==> src/rtl/synch_evt_rx.sv <==
// -----------------------------------------------------------------------------
// synch_evt_rx
// Receives NCH asynchronous toggle-encoded event lines into the clkS domain.
// Every level change on tog_in[i] is one event: it is synchronised, edge
// detected, strobed for one cycle, latched as pending until acknowledged,
// flagged as an overrun if it lands on an unacknowledged event, and counted
// in a saturating per-channel counter.
//
// Ports
//   clkS       receive-domain clock, all state on its rising edge
//   rst        asynchronous active-high reset
//   tog_in     asynchronous toggle inputs, one per channel
//   ack        per-channel acknowledge of a pending event (clkS domain)
//   clr        synchronous clear of all counters and overrun flags
//   evt_pulse  registered one-cycle event strobe per channel
//   evt_pend   sticky event-pending flag per channel
//   ovr        sticky overrun flag per channel
//   evt_cnt    packed saturating counters, channel i at [i*CNT_W +: CNT_W]
//   any_evt    OR of all evt_pulse bits
// -----------------------------------------------------------------------------
module synch_evt_rx #(
   parameter int unsigned NCH    = 4,
   parameter int unsigned STAGES = 2,
   parameter int unsigned CNT_W  = 8
) (
   input  logic                   clkS,
   input  logic                   rst,
   input  logic [NCH-1:0]         tog_in,
   input  logic [NCH-1:0]         ack,
   input  logic                   clr,
   output logic [NCH-1:0]         evt_pulse,
   output logic [NCH-1:0]         evt_pend,
   output logic [NCH-1:0]         ovr,
   output logic [NCH*CNT_W-1:0]   evt_cnt,
   output logic                   any_evt
);

   localparam logic [CNT_W-1:0] CNT_MAX = {CNT_W{1'b1}};
   localparam logic [CNT_W-1:0] CNT_ONE = CNT_W'(1);

   // Stage 0 is the flop that samples tog_in; stage STAGES-1 is the sync output.
   logic [STAGES-1:0][NCH-1:0] sync_q, sync_d;
   logic [NCH-1:0]             hist_q, hist_d;
   logic [NCH-1:0]             pulse_q, pulse_d;
   logic [NCH-1:0]             pend_q, pend_d;
   logic [NCH-1:0]             ovr_q, ovr_d;
   logic [NCH-1:0][CNT_W-1:0]  cnt_q, cnt_d;
   logic [NCH-1:0]             det;

   // Edge detect between the synchronised level and its one-cycle history.
   assign det = sync_q[STAGES-1] ^ hist_q;

   // Next-state logic for all channels.
   always_comb begin : next_state
      sync_d  = {sync_q[STAGES-2:0], tog_in};
      hist_d  = sync_q[STAGES-1];
      pulse_d = det;
      // A new event keeps the flag set even when acknowledged on the same edge.
      pend_d  = det | (pend_q & ~ack);
      // Overrun set takes priority over clr so a coincident overrun is not lost.
      ovr_d   = (det & pend_q & ~ack) | (ovr_q & {NCH{~clr}});
      cnt_d   = cnt_q;
      for (int unsigned i = 0; i < NCH; i++) begin
         if (clr) begin
            cnt_d[i] = det[i] ? CNT_ONE : '0;
         end else if (det[i] && (cnt_q[i] != CNT_MAX)) begin
            cnt_d[i] = cnt_q[i] + CNT_ONE;
         end
      end
   end

   // State registers; reset discards anything in the synchroniser.
   always_ff @(posedge clkS or posedge rst) begin : state_reg
      if (rst) begin
         sync_q  <= '0;
         hist_q  <= '0;
         pulse_q <= '0;
         pend_q  <= '0;
         ovr_q   <= '0;
         cnt_q   <= '0;
      end else begin
         sync_q  <= sync_d;
         hist_q  <= hist_d;
         pulse_q <= pulse_d;
         pend_q  <= pend_d;
         ovr_q   <= ovr_d;
         cnt_q   <= cnt_d;
      end
   end

   assign evt_pulse = pulse_q;
   assign evt_pend  = pend_q;
   assign ovr       = ovr_q;
   assign evt_cnt   = cnt_q;
   assign any_evt   = |pulse_q;

endmodule
==> config.mk <==
export PLATFORM = sky130hd
export DESIGN_NAME = synch_evt_rx
export DESIGN_NICKNAME = d
export VERILOG_FILES = /design/src/rtl/synch_evt_rx.sv
export SDC_FILE = /design/constraint.sdc
export NUM_CORES = 1
export LEC_CHECK = 0
export CORE_ASPECT_RATIO = 0.8
export CORE_UTILIZATION = 49
export CTS_CLUSTER_DIAMETER = 80
export CTS_CLUSTER_SIZE = 40
export DETAILED_ROUTE_END_ITERATION = 10
export PLACE_DENSITY_LB_ADDON = 0.2
export SLEW_MARGIN = 20
export SYNTH_ARGS = -nofsm -noshare
export SYNTH_HDL_FRONTEND = slang
export SYNTH_SLANG_ARGS = --single-unit
==> constraint.sdc <==
create_clock -name clkS -period 2.1 [get_ports clkS]
set_clock_uncertainty 0.1 [all_clocks]
set_input_delay 0.42 -clock clkS [delete_from_list [all_inputs] [get_ports clkS]]
set_output_delay 0.42 -clock clkS [all_outputs]
set_load 0.05 [all_outputs]
Word-level counts from Yosys, hierarchy flattened. Index checks and enable logic that the tools add are counted.

Output and inout port bits: 45. Bits in registers: 56. Input port bits: 11. Word-level logic and storage cells: 48.

Add/subtract/negate cells: 4. Reductions and logical operators: 9. Equal/unequal tests: 4. Bitwise operators: 9. Mux-type cells: 12.

Operators by type and width (count): 8-bit 2-to-1 mux (8); 8-bit by 1-bit adder with 8-bit output, second input constant (4); 8-bit inequality test, second input constant (4); 4-bit AND (4); 4-bit bitwise OR (2); 2-bit nonzero test (4); 1-bit logical AND (4); 1-bit 2-to-1 mux (4); 4-bit inverter (1); 4-bit OR reduction (1); 4-bit bitwise XOR (1); 1-bit inverter (1).

Depth between registers and ports, before layout. Gate-level depths: netlist (run 1).

Depth after elaboration: 4. Depth in mapped cells: 5. Gate-level depth less buffers: 5.

Least setup slack after synthesis (run 1). No wires, ideal clock.

Path kind: reg-to-reg. Start: register cnt_q (netlist bit evt_cnt[16]). End: register cnt_q (netlist bit evt_cnt[22]). Path buffers: 0. Slack: 0.150 ns. Cell stages (with the launch flop): 6. Clock period less this slack: 1.950 ns. Arrival time: 1.718 ns. Data required time: 1.868 ns. Setup time: 0.132 ns. Cells stage by stage: dfrtp_1 ha_1 nand4_1 nor4b_1 xnor2_1 nor2_1.

Longest elaborated chain between the ends: 3. Elaborated cells on any way between the ends: 6. Those cells by class: add/sub: 1; eq/ne: 1; mux: 2; reduce/logical: 2.

RTL lines: start, declared (line 47) `logic [NCH-1:0][CNT_W-1:0] cnt_q, cnt_d;`; start signal, assigned (line 87) `cnt_q <= cnt_d;`; 8-bit by 1-bit adder with 8-bit output / 8-bit inequality test (equally long branches) (line 67, 66); 8-bit 2-to-1 mux / 1-bit logical AND (equally long branches) (line 66) `end else if (det[i] && (cnt_q[i] != CNT_MAX)) begin`; 8-bit 2-to-1 mux / 2-bit nonzero test (equally long branches).

Parallel ways exist; a longest one is shown, timed or not. The select of a mux whose other input is x is not followed. A chain may end at the register's enable or synchronous reset.

Worst setup path after layout (run 1).
Start: register cnt_q (netlist bit evt_cnt[14]). End: output evt_cnt[14].

RTL lines: end, declared (line 34) `output logic [NCH*CNT_W-1:0] evt_cnt,`.

No word-level cell between the ends.

==> metrics.cfg, run 1 <==
[run_status]
outcome=completed

[sta]
worst_pin_slew_ns=0.517
max_slew_margin_pct=65.4
hold_ws_ns=0.255
period_needed_ns=2.03
max_freq_mhz=493
finalHoldViolations=0
period_share_pct=96.6
tns_ns=0
rsz0062_at_grt=no
setup_viol=0
slew_viol_final=0

[global_route]
grt_pass1_vias=1779
grt_pass1_wl_mm=8.36
grt_util_all_layers_pct=21.1
grt_max_degree=41
overflow=0
antenna_found_initial=0

[clocking]
numCtsBuffers=5
cts_tree=yes
clk_pin_slew_worst_paths_ns=0.10
h-tree-depth=2
ctsHoldBuffers=0
root_buffer=clkbuf_8
worstSkewPairLatency_ns=0.30
post-cts-setup-buffer-count=0
clockBufferDepth=2
cts_sinks=56

[drt]
wire_per_inst_microns=14.2
finalWirelength_mm=4.87
via_per_inst=5.46
vias=1874
ant_nets=0
first_iter_violations=68
drt-pass1-iter-count=4
drc=0

[power]
total_power_uw=2520
vdd.ir_drop.worst_uv=485
powerDensity_nw_per_um2=791
leakagePower_uw=0.00160

[yosys]
synthesis.area_sq_um=2430
ys.flop_type=dfrtp_1
yosysUniqueCellTypes=38
synthesis.nets=236
post-synth-top-area-cell=dfrtp_1
yosysSeqAreaShare_pct=57.8
synthTopCellsByCount=56 x dfrtp_1, 21 x nor2_1, 18 x nand2_1
ys_warn_count=0
yosysMostFrequentCell=dfrtp_1
synth_top_cell_area_share_pct=57.8
ys_ff_latch=56
syn_avg_cell_area_sq_um=11.0
synth_edf_count=0
synth_cells=221
synth.area.top_cells=dfrtp_1 58%, nor2_1 3.2%, xor2_1 3.2%
synth_async_sr_flop_share_pct=100

[cells_and_area]
areaGrowthSynthToFinish_pct=31.4
drive_gt1_share_pct=11.3
final.fill_count=368
seqCellArea_sq_um=1400
nets=297
antenna_cells=0
multi_input_area_sq_um=968
fin_util_pct=68.1
stdcell_count=343

[critical_path]
critPathKind=flop to output port
crit_chain=clkdlybuf4s50_1
critPathLaunchType=flop
crit_path_end_kind=output port
cpLargestDelayFamily=buffers and inverters
required_ns=1.58
reg2reg_depth=5
worstSetupPathDepth=1
cp_slowest_cell=clkdlybuf4s50_1
cp_max_fo=4
path_buf_inv=1
cp.arrival_ns=1.51
cp_slowest_stage_delay_ns=0.81

[floorplanning]
core_region_area_sq_um=4680
fp.dieH_microns=64.9
rows=22
die_x_microns=80.7
dieArea_sq_um=5240
num_io_pins=56
start_util_pct=51.8

[worst_hold_path]
hold_class=flop to flop
whs_path_depth=0

[job]
max-cap-violations=0

[place]
place_congestion=0.810
hpwl_mm=3.32
dp_cells=335
portBuffers=55

==> cell families (layout without fill, tap and decap cells) <==
group	Yosys count	count (layout)	share of synthesized area, %
AOI/OAI and AO/OA	36	36	9.80
adders and majority gates	4	4	2.06
xor gates and xnor gates	16	16	5.78
buffers and inverters	15	77	2.32
DFF	56	56	57.8
and+or+nand+nor	87	87	19.4
muxes	7	7	2.89
==> final timing paths <==
path                        startpoint           to  slack [ns]
min in group asynchronous          rst   evt_cnt[0]        0.39
max in group asynchronous          rst  evt_pend[2]        1.18
max reg2reg                evt_cnt[16]  evt_cnt[21]        0.27
max                        evt_cnt[14]  evt_cnt[14]        0.07
min                          sync_d[6]    hist_d[2]        0.26
min reg2reg                  sync_d[6]    hist_d[2]        0.26
==> area by class of cell <==
| class | instances | share of cell area [%] |
|---|---|---|
| sequential | 56 | 44.0 |
| multi-input combinational | 150 | 30.4 |
| timing repair buffer | 58 | 18.2 |
| clock buffer | 6 | 2.59 |
| tap | 60 | 2.35 |
| inverter | 11 | 1.30 |
| clock inverter | 2 | 1.22 |
==> power breakdown <==
part / internal (uW) / leakage (uW) / switching (uW) / total [uW]
sequential: 1150 / 0.000715 / 77.7 / 1230
combinational: 180 / 0.000827 / 379 / 559
clock: 390 / 0.0000614 / 344 / 735
==> sequential cells by signal, summed over array words and instances, names as in the netlist <==
name	count
evt_cnt	32
evt_pend	4
evt_pulse	4
hist_d	4
hist_q	4
ovr	4
sync_d	4
==> repair_timing <==
item / 4_1_cts / 5_1_grt
gates resized for setup: 6 / 13
pin swaps: 0 / 0
setup endpoints to repair: 6 / 13
==> layer usage <==
metal | routed length, microns | up-vias | GRT usage [%]
met5 | 0 | - | 0
met1 | 2430 | 927 | 29.8
met4 | 27 | 0 | 6.25
met2 | 2230 | 37 | 31.9
li1 | - | 908 | -
met3 | 185 | 2 | 5.77
==> cells in the final DEF (no fill, tap or decap), types with 2 or more instances in the layout <==
cell / n
dfrtp_1: 56
clkdlybuf4s50_1: 24
nor2_1: 21
nand2_1: 18
buf_4: 14
dlymetal6s2s_1: 13
nand3_1: 9
o211ai_1: 9
xor2_1: 9
inv_1: 7
nand4_1: 7
xnor2_1: 7
a21oi_1: 7
mux2i_1: 7
o21ai_0: 6
clkbuf_8: 6
dlygate4sd2_1: 6
and3_1: 5
nand3b_1: 4
nand2b_1: 4
o22ai_1: 4
ha_1: 4
inv_2: 3
o31ai_1: 3
or4_1: 3
o2111ai_1: 3
nor3_1: 3
or3_2: 2
or3_1: 2
nor4b_1: 2
==> metrics by stage <==
stage	cell area, sq um	setup slack, ns
global route	3190	0.00109
finish	3190	0.0721
detailed placement	3040	0.306
global placement	3040	0.338
floorplan	2430	0.150
CTS	3160	0.00145
No activity file was read; power rests on OpenSTA's default activity.
==> run 2, diff against run 1 <==
- CAP_MARGIN: unset -> 40
- CORE_MARGIN: unset -> 2
==> metrics.cfg, run 2 (synthesis results as in run 1) <==
[clocking]
root_buffer=clkbuf_8
h-tree-depth=2  ; unchanged
cts_sinks=56  ; unchanged
numCtsBuffers=5  ; unchanged
clockBufferDepth=2  ; unchanged
post-cts-setup-buffer-count=0  ; unchanged
clk_pin_slew_worst_paths_ns=0.09  ; about the same
cts_tree=yes
worstSkewPairLatency_ns=0.31  ; about the same

[sta]
finalHoldViolations=0  ; unchanged
period_needed_ns=2.03  ; -0.00236 ns
max_freq_mhz=494  ; +0.12%
worst_pin_slew_ns=0.514  ; -0.00299 ns
fin_ws_ns=0.0745  ; +0.00236 ns
rsz0062_at_grt=no
slew_viol_final=0  ; unchanged
max_slew_margin_pct=65.5  ; about the same
tns_ns=0  ; unchanged
period_share_pct=96.5  ; -0.11 points
setup_viol=0  ; unchanged

[power]
powerDensity_nw_per_um2=757  ; -4.3%
total_power_uw=2380  ; -5.5%
vdd.ir_drop.worst_uv=544  ; +12%
leakagePower_uw=0.00155  ; -3.2%

[drt]
drt-pass1-iter-count=4  ; unchanged
top_layer_used=met4
met1_length_mm=2.32  ; -4.9%
vias=1851  ; -1.2%
finalWirelength_mm=4.79  ; -1.8%
met2_length_mm=2.22  ; -0.31%
ant_nets=0  ; unchanged
drc=0  ; unchanged
wire_per_inst_microns=14.0  ; -1.5%
via_per_inst=5.41  ; -0.94%
wl_met3_microns=183  ; -1.1%
first_iter_violations=81  ; +19%

[critical_path]
cpLargestDelayFamily=buffers and inverters
cp_slowest_cell=clkdlybuf4s50_1
critPathLaunchType=flop
critPathKind=flop to output port
cp_max_fo=4  ; unchanged
crit_path_end_kind=output port
cp.arrival_ns=1.51  ; about the same
crit_chain=clkdlybuf4s50_1
required_ns=1.58  ; about the same
path_buf_inv=1  ; unchanged
cp_slowest_stage_delay_ns=0.81  ; about the same

[floorplanning]
dieArea_sq_um=5530  ; +5.6%
start_util_pct=51.8  ; unchanged
die_x_microns=82.7  ; +2.5%
core_region_area_sq_um=4680  ; unchanged
num_io_pins=56  ; unchanged
rows=22  ; unchanged
fp.dieH_microns=66.9  ; +3.1%

[worst_hold_path]
hold_class=flop to flop

[global_route]
grt_pass1_wl_mm=8.02  ; -4.0%
antenna_found_initial=0  ; unchanged
overflow=0  ; unchanged
grt_util_all_layers_pct=19.3  ; -1.8 points
grt_pass1_vias=1769  ; -0.56%
grt_max_degree=57  ; +39%

[place]
portBuffers=55  ; unchanged
place_ws_ns=0.322  ; +0.0160 ns
dp_cells=334  ; -0.30%
hpwl_mm=3.28  ; -1.2%
place_congestion=0.796  ; -1.7%

[cells_and_area]
largest_reg_flops=32  ; unchanged
nets=296  ; -0.34%
stdcell_count=342  ; -0.29%
drive_gt1_share_pct=12.4  ; +1.1 points
final_cell_mix=56 x dfrtp_1, 23 x clkdlybuf4s50_1, 21 x nor2_1
antenna_cells=0  ; unchanged
areaGrowthSynthToFinish_pct=29.7
layout_commonest_cell=dfrtp_1
fin_util_pct=67.2  ; -0.91 points

[run_status]
outcome=completed

[job]
max-cap-violations=0  ; unchanged

==> run 2: cell count changes in the layout (fill, tap and decap cells not counted), moves of 2 or more <==
| cell | change |
|---|---|
| dlymetal6s2s_1 | -2 |
| dlygate4sd2_1 | -3 |
| buf_4 | +4 |
| clkbuf_1 | +2 |
==> run 2: final cells by class <==
type | count | area [sq um]
well taps | 60 | 75.1
flip-flops and latches | 56 | 1400
repair buffers | 57 | 569
multi-input cells | 150 | 968
clock buffers | 8 | 90.1
fillers | 378 | 1530
inverters | 11 | 41.3
==> run 2: report_power, final <==
group	internal (uW)	switching, uW
Sequential	1150	74.8
Clock	270	325
Combinational	181	380
Total	1600	781
==> run 2: metrics by stage <==
step                      hold WS, ns  instance area, sq um
final                           0.257                  3150
after global routing            0.267                  3150
after CTS                       0.260                  3120
after detailed placement        0.238                  3030
after global placement          0.231                  3030
after floorplan                 0.231                  2430
==> run 2: path summary, 6_finish.rpt <==
kind	startpoint	to	slack [ns]	cells after the start
setup / recovery	evt_cnt[14]	evt_cnt[14]	0.07	1
hold / removal	sync_d[7]	hist_d[3]	0.26	0
setup reg to reg	evt_cnt[16]	evt_cnt[21]	0.30	5
hold reg to reg	sync_d[7]	hist_d[3]	0.26	0
max in group asynchronous	rst	hist_d[1]	1.27	3
min in group asynchronous	rst	evt_cnt[2]	0.38	3
==> run 2: routing by layer <==
layer / up-vias / global-route usage [%]
met5: - / 0
met3: 5 / 4.74
met1: 898 / 25.9
met4: 0 / 7.17
met2: 36 / 30.2
li1: 912 / -
==> run 2: what timing repair did <==
action | in CTS | in global routing
hold buffers | 0 | 0
endpoints found under the setup margin | 3 | 11
resized for setup | 3 | 11
==> edit 1: new RTL, config.mk and constraints of run 1 <==
The parameter `NCH` goes from 4 to 8.
--- a/src/rtl/synch_evt_rx.sv
+++ b/src/rtl/synch_evt_rx.sv
@@ -21,3 +21,3 @@
 module synch_evt_rx #(
-   parameter int unsigned NCH    = 4,
+   parameter int unsigned NCH    = 8,
    parameter int unsigned STAGES = 2,
Ports: changed (6 resized); port bits go from 56 to 108. The function was not compared with the original's and may differ.
==> edit 1 against run 1 <==
- clock power increased by 110%
- first-iteration DRC count grew to 4.2 times the old value
- design area up 97%
- total power rose by 100%
- maximum frequency shrank 0.56%
- register-to-register slack worse by 0.07 ns
- cell count up 97%
- worst setup slack lost 0.011 ns
- global-route usage rose by 1.2 points
- critical path type unchanged
- synthesized area rose by 99%
- routed wire length grew 120%
- sequential cell count up 56
- hold slack got worse by 0.0054 ns
==> edit 1: results (changes against run 1) <==
Antenna diodes: 0 (unchanged)
Total GRT Usage: 22.3% (+1.2 points)
Crit path from: evt_pend[3]
Largest register FFs: 64 (+100%)
Slack of the worst reg-to-reg path: 0.20 ns (-0.07 ns)
Crit path capture: evt_pend[3]
TNS Setup: 0 ns (unchanged)
Wl on met1: 4850 um (+99%)
Register area share after synthesis: 58.2% (+0.42 points)
1st-iter DRT viols: 283 (+320%)
HP Start: sync_d[14]
Peak per-stage delay on the critical path: 0.81 ns (about the same)
Synth Warn #: 0 (unchanged)
Layout cell share with drive strength beyond 1: 14.5% (+3.2 points)
Status: finished, final reports clean
Placed Instance Area: 0.00602 mm^2 (+98%)
Pleak: 2.94 nW (+83%)
Post-synthesis net count: 463 (+96%)
Vias: 3862 (+110%)
Metal2 WL: 5040 um (+130%)
Clk slew on worst S/H paths: 0.07 ns (-0.03 ns)
R2R Path Start: evt_cnt[48]
Pin count of the biggest net entering global routing: 62 (+51%)
Crit path max-delay family: buffers and inverters
Peak supply drop: 0.500 mV (+2.9%)
Type of the worst min-delay path: flop to flop
Vias in the first global route: 3644 (+100%)
Worst-skew pair later-pin latency: 0.34 ns (+0.04 ns)
Placer Congestion: 0.900 (+11%)
Routed wire per std cell: 16.0 um (+12%)
CP arrival: 1.52 ns
Clock tree root buffer cell: clkbuf_16
RR Endpoint: evt_cnt[53]
Maximum fanout along the worst path: 3 (-1)
First-pass GRT wire length: 17900 um (+110%)
Synth Flop Type: dfrtp_1
Slowest cell on the critical path: clkdlybuf4s50_1
Post-place setup slack: 0.249 ns (-0.0576 ns)
Yosys cell types: 47 (+24%)
Max transition margin: 62.0% (-3.4 points)
Fraction of registers with async set/reset: 100% (unchanged)
Synth cell count leaders: dfrtp_1 (112), nand2_1 (37), nor2_1 (35), nand3_1 (26)
H-tree levels: 3 (+1)
TritonRoute pass-1 iters: 5 (+1)
Post-DP HPWL: 7500 um (+130%)
Nets: 583 (+96%)
Initial antenna violation count: 0 (unchanged)
WL met3: 758 um (+310%)
Fin crit share: 97.1% (+0.54 points)
Clock buffer depth: 2 (unchanged)
CTS Buf Count: 9 (+4)
I/O Buffers: 107 (+95%)
Top post-synthesis cells by area: dfrtp_1 (58%), nand2_1 (2.9%), o211ai_1 (2.8%)
-- edit 1: cell types whose count changed after synthesis, sizes merged, moves of 9 or more --
cell	run 1	this run
dfrtp	56	112
nand2	18	37
nand3	9	26
nor2	21	35
o21ai	8	21
a21oi	7	18
o211ai	9	18
-- edit 1: how the worst min path moves through the flow --
stage	to	cells past startpoint	slack (ns)
final	hist_d[6]	0	0.25
after global routing	hist_d[5]	0	0.27
after global placement	hist_d[6]	0	0.23
after detailed placement	hist_d[1]	0	0.23
after floorplan	hist_d[0]	0	0.23
after CTS	hist_d[1]	0	0.25
-- edit 1: stage by stage --
step / instances / hold slack (ns)
finish: 675 / 0.250
detailed placement: 660 / 0.235
CTS: 675 / 0.251
global route: 675 / 0.266
global placement: 660 / 0.234
floorplan: 436 / 0.231
-- edit 1: power breakdown --
part	internal (mW)	switching [mW]	total, mW
clock	0.798	0.723	1.52
combinational	0.356	0.760	1.12
sequential	2.30	0.134	2.44
-- edit 1: cell type report --
type / instances / area [um^2]
clock inverter: 3 / 20.0
tap: 115 / 144
timing repair buffer: 119 / 1100
fill: 722 / 3030
clock buffer: 12 / 236
inverter: 14 / 56.3
sequential: 112 / 2800
multi-input combinational: 300 / 1920
-- edit 1: metal layers --
layer / vias to the layer above / GRT usage, %
li1: 1827 / -
met1: 1874 / 30.6
met2: 149 / 33.7
met3: 12 / 7.38
met4: 0 / 6.91
met5: - / 0
-- edit 1: logic make-up (layout without fill, tap and decap cells) --
group / count (synthesis) / after routing / share of synthesized area (%)
flip-flops: 112 / 112 / 58.2
buffers and inverters: 24 / 148 / 2.03
multiplexers: 16 / 16 / 3.40
adder cells (fa/ha/maj): 8 / 8 / 2.08
AO/OA/AOI/OAI: 88 / 88 / 12.4
XOR/XNOR: 22 / 22 / 4.16
AND/OR/NAND/NOR: 166 / 166 / 17.8
-- edit 1: timing repair --
action | CTS | global route
resized for setup | 18 | 10
endpoints found under the setup margin | 18 | 10
pin swaps | 0 | 0
buffers inserted | 0 | 0
gates cloned | 0 | 0
endpoints found under the hold margin | 0 | 0
==> edit 2: new RTL, flow settings as in run 1 <==
Made on the original files. Register the output `evt_cnt` once more; this adds one clock of latency there. The other outputs are not delayed to match.
--- a/src/rtl/synch_evt_rx.sv
+++ b/src/rtl/synch_evt_rx.sv
@@ -93,3 +93,5 @@
    assign ovr       = ovr_q;
-   assign evt_cnt   = cnt_q;
+   always_ff @(posedge clkS) begin
+      evt_cnt <= cnt_q;
+   end
    assign any_evt   = |pulse_q;
Function: changed (a bounded check fails within 4 cycles, from zero or initial values and one cycle with rst high).
==> edit 2 against run 1 <==
- global-route usage fell by 2.6 points
- total power up 37%
- core utilization down 2.6 points
- sequential cell count rose by 32
- via count up 8.8%
- routed wire length increased by 11%
- synthesized area up 26%
- design area increased by 23%
- worst setup slack worse by 0.018 ns
- largest cell class unchanged
- largest power group unchanged
==> edit 2: results (changes against run 1) <==
Status: finished, final reports clean
Post-DP HPWL: 3680 um (+11%)
Pin count of the biggest net entering global routing: 42 (+2.4%)
Register Area: 0.00204 mm^2 (+46%)
Hold Path End: hist_d[0]
Pleak: 1.63 nW (+1.5%)
Clock buffer cells: 10 (+4)
Multi-In Gates: 149 (-0.67%)
Top post-synthesis cells by area: dfrtp_1 (46%), dfxtp_1 (21%), xor2_1 (2.9%)
Non-clk bufs: 59 (+1.7%)
Postcts setup bufs: 0 (unchanged)
TritonRoute pass-1 iters: 4 (unchanged)
Synth cell count leaders: dfrtp_1 (56), dfxtp_1 (32), nor2_1 (21), nand2_1 (17)
I/O Buffers: 55 (unchanged)
R2R Path Start: cnt_q[24]
Yosys cell types: 38 (unchanged)
Non-clock buffer contribution to total cell area: 15.7% (-2.5 points)
Crit path max-delay family: buffers and inverters
Placer Congestion: 0.776 (-4.2%)
RR Endpoint: cnt_q[31]
Register area share after synthesis: 66.9% (+9.1 points)
Worst-skew pair later-pin latency: 0.35 ns (+0.05 ns)
Clock tree cell share of total cell area: 4.44% (+0.63 points)
Maximum fanout along the worst path: 2 (-2)
Vias/cell: 5.06 (-7.4%)
Max transition margin: 64.5% (-0.91 points)
Nets: 332 (+12%)
Post-place setup slack: 0.148 ns (-0.159 ns)
CP arrival: 1.53 ns (+0.02 ns)
Slack of the worst reg-to-reg path: 0.15 ns (-0.12 ns)
Peak supply drop: 0.459 mV (-5.4%)
Clk slew on worst S/H paths: 0.08 ns (-0.02 ns)
1st-iter DRT viols: 59 (-13%)
First-pass GRT wire length: 9210 um (+10%)
TNS Setup: 0 ns (unchanged)
Placed Instance Area: 0.00374 mm^2 (+23%)
Layout cell share with drive strength beyond 1: 8.70% (-2.6 points)
Clock tree root buffer cell: clkbuf_8
Post-synthesis net count: 267 (+13%)
Filler Cells Inserted: 476 (+29%)
Total GRT Usage: 18.5% (-2.6 points)
Initial antenna violation count: 0 (unchanged)
H-tree levels: 3 (+1)
Synthesis-stage register bit count: 88 (+57%)
Slowest cell on the critical path: clkdlybuf4s50_1
Finished Cell Area: 0.00392 mm^2 (+23%)
Fin crit period: 2.05 ns (+0.0184 ns)
Inverters: 10 (-1)
Detailed-route wire length: 5390 um (+11%)
CTS Buf Count: 9 (+4)
Fraction of registers with async set/reset: 63.6% (-36 points)
HP Start: sync_d[4]
Multi-input logic area: 947 um^2 (-2.2%)
Vias in the first global route: 1906 (+7.1%)
==> edit 2: worst max path at each step <==
stage / end / start
2_1_floorplan: cnt_q[0] / rst
3_3_place_gp: cnt_q[31] / cnt_q[24]
3_5_place_dp: cnt_q[31] / cnt_q[24]
4_1_cts: evt_pulse[1] / evt_pulse[1]
5_1_grt: evt_pulse[0] / evt_pulse[0]
6_report: evt_pulse[0] / evt_pulse[0]
==> edit 2: what timing repair did <==
action | CTS | global route
setup endpoints to repair | 0 | 1
gates resized for setup | 0 | 1
hold buffers | 0 | 0
==> edit 2: metal layers <==
| metal | global-route usage [%] | part of all wire [%] |
|---|---|---|
| met1 | 24.0 | 47 |
| met2 | 29.1 | 47 |
| met3 | 5.73 | 3.8 |
| met4 | 8.06 | 1.4 |
| met5 | 0 | 0 |
==> edit 2: through the flow <==
stage	hold slack (ns)	std cells	util [%]	total power [mW]
after floorplan	0.231	252	-	2.28
final	0.248	403	65.6	3.46
after CTS	0.251	403	65.5	3.50
after global routing	0.251	403	65.6	3.63
after detailed placement	0.235	387	62.6	2.49
after global placement	0.233	387	62.6	2.48
==> edit 2: cell families after synthesis <==
kind of cell,count (synthesis),synth area share [%]
flops,88,66.9
simple gates,86,14.8
compound gates,37,7.99
xor+xnor,16,4.59
buf+inv,15,2.09
mux,6,2.01
fa+ha+maj,4,1.64
==> edit 2: power by group <==
part / total (mW) / switching [mW] / leakage, nW / internal [mW]
Sequential: 1.87 / 0.0766 / 0.975 / 1.79
Combinational: 0.578 / 0.379 / 0.570 / 0.199
Clock: 1.01 / 0.573 / 0.0824 / 0.433
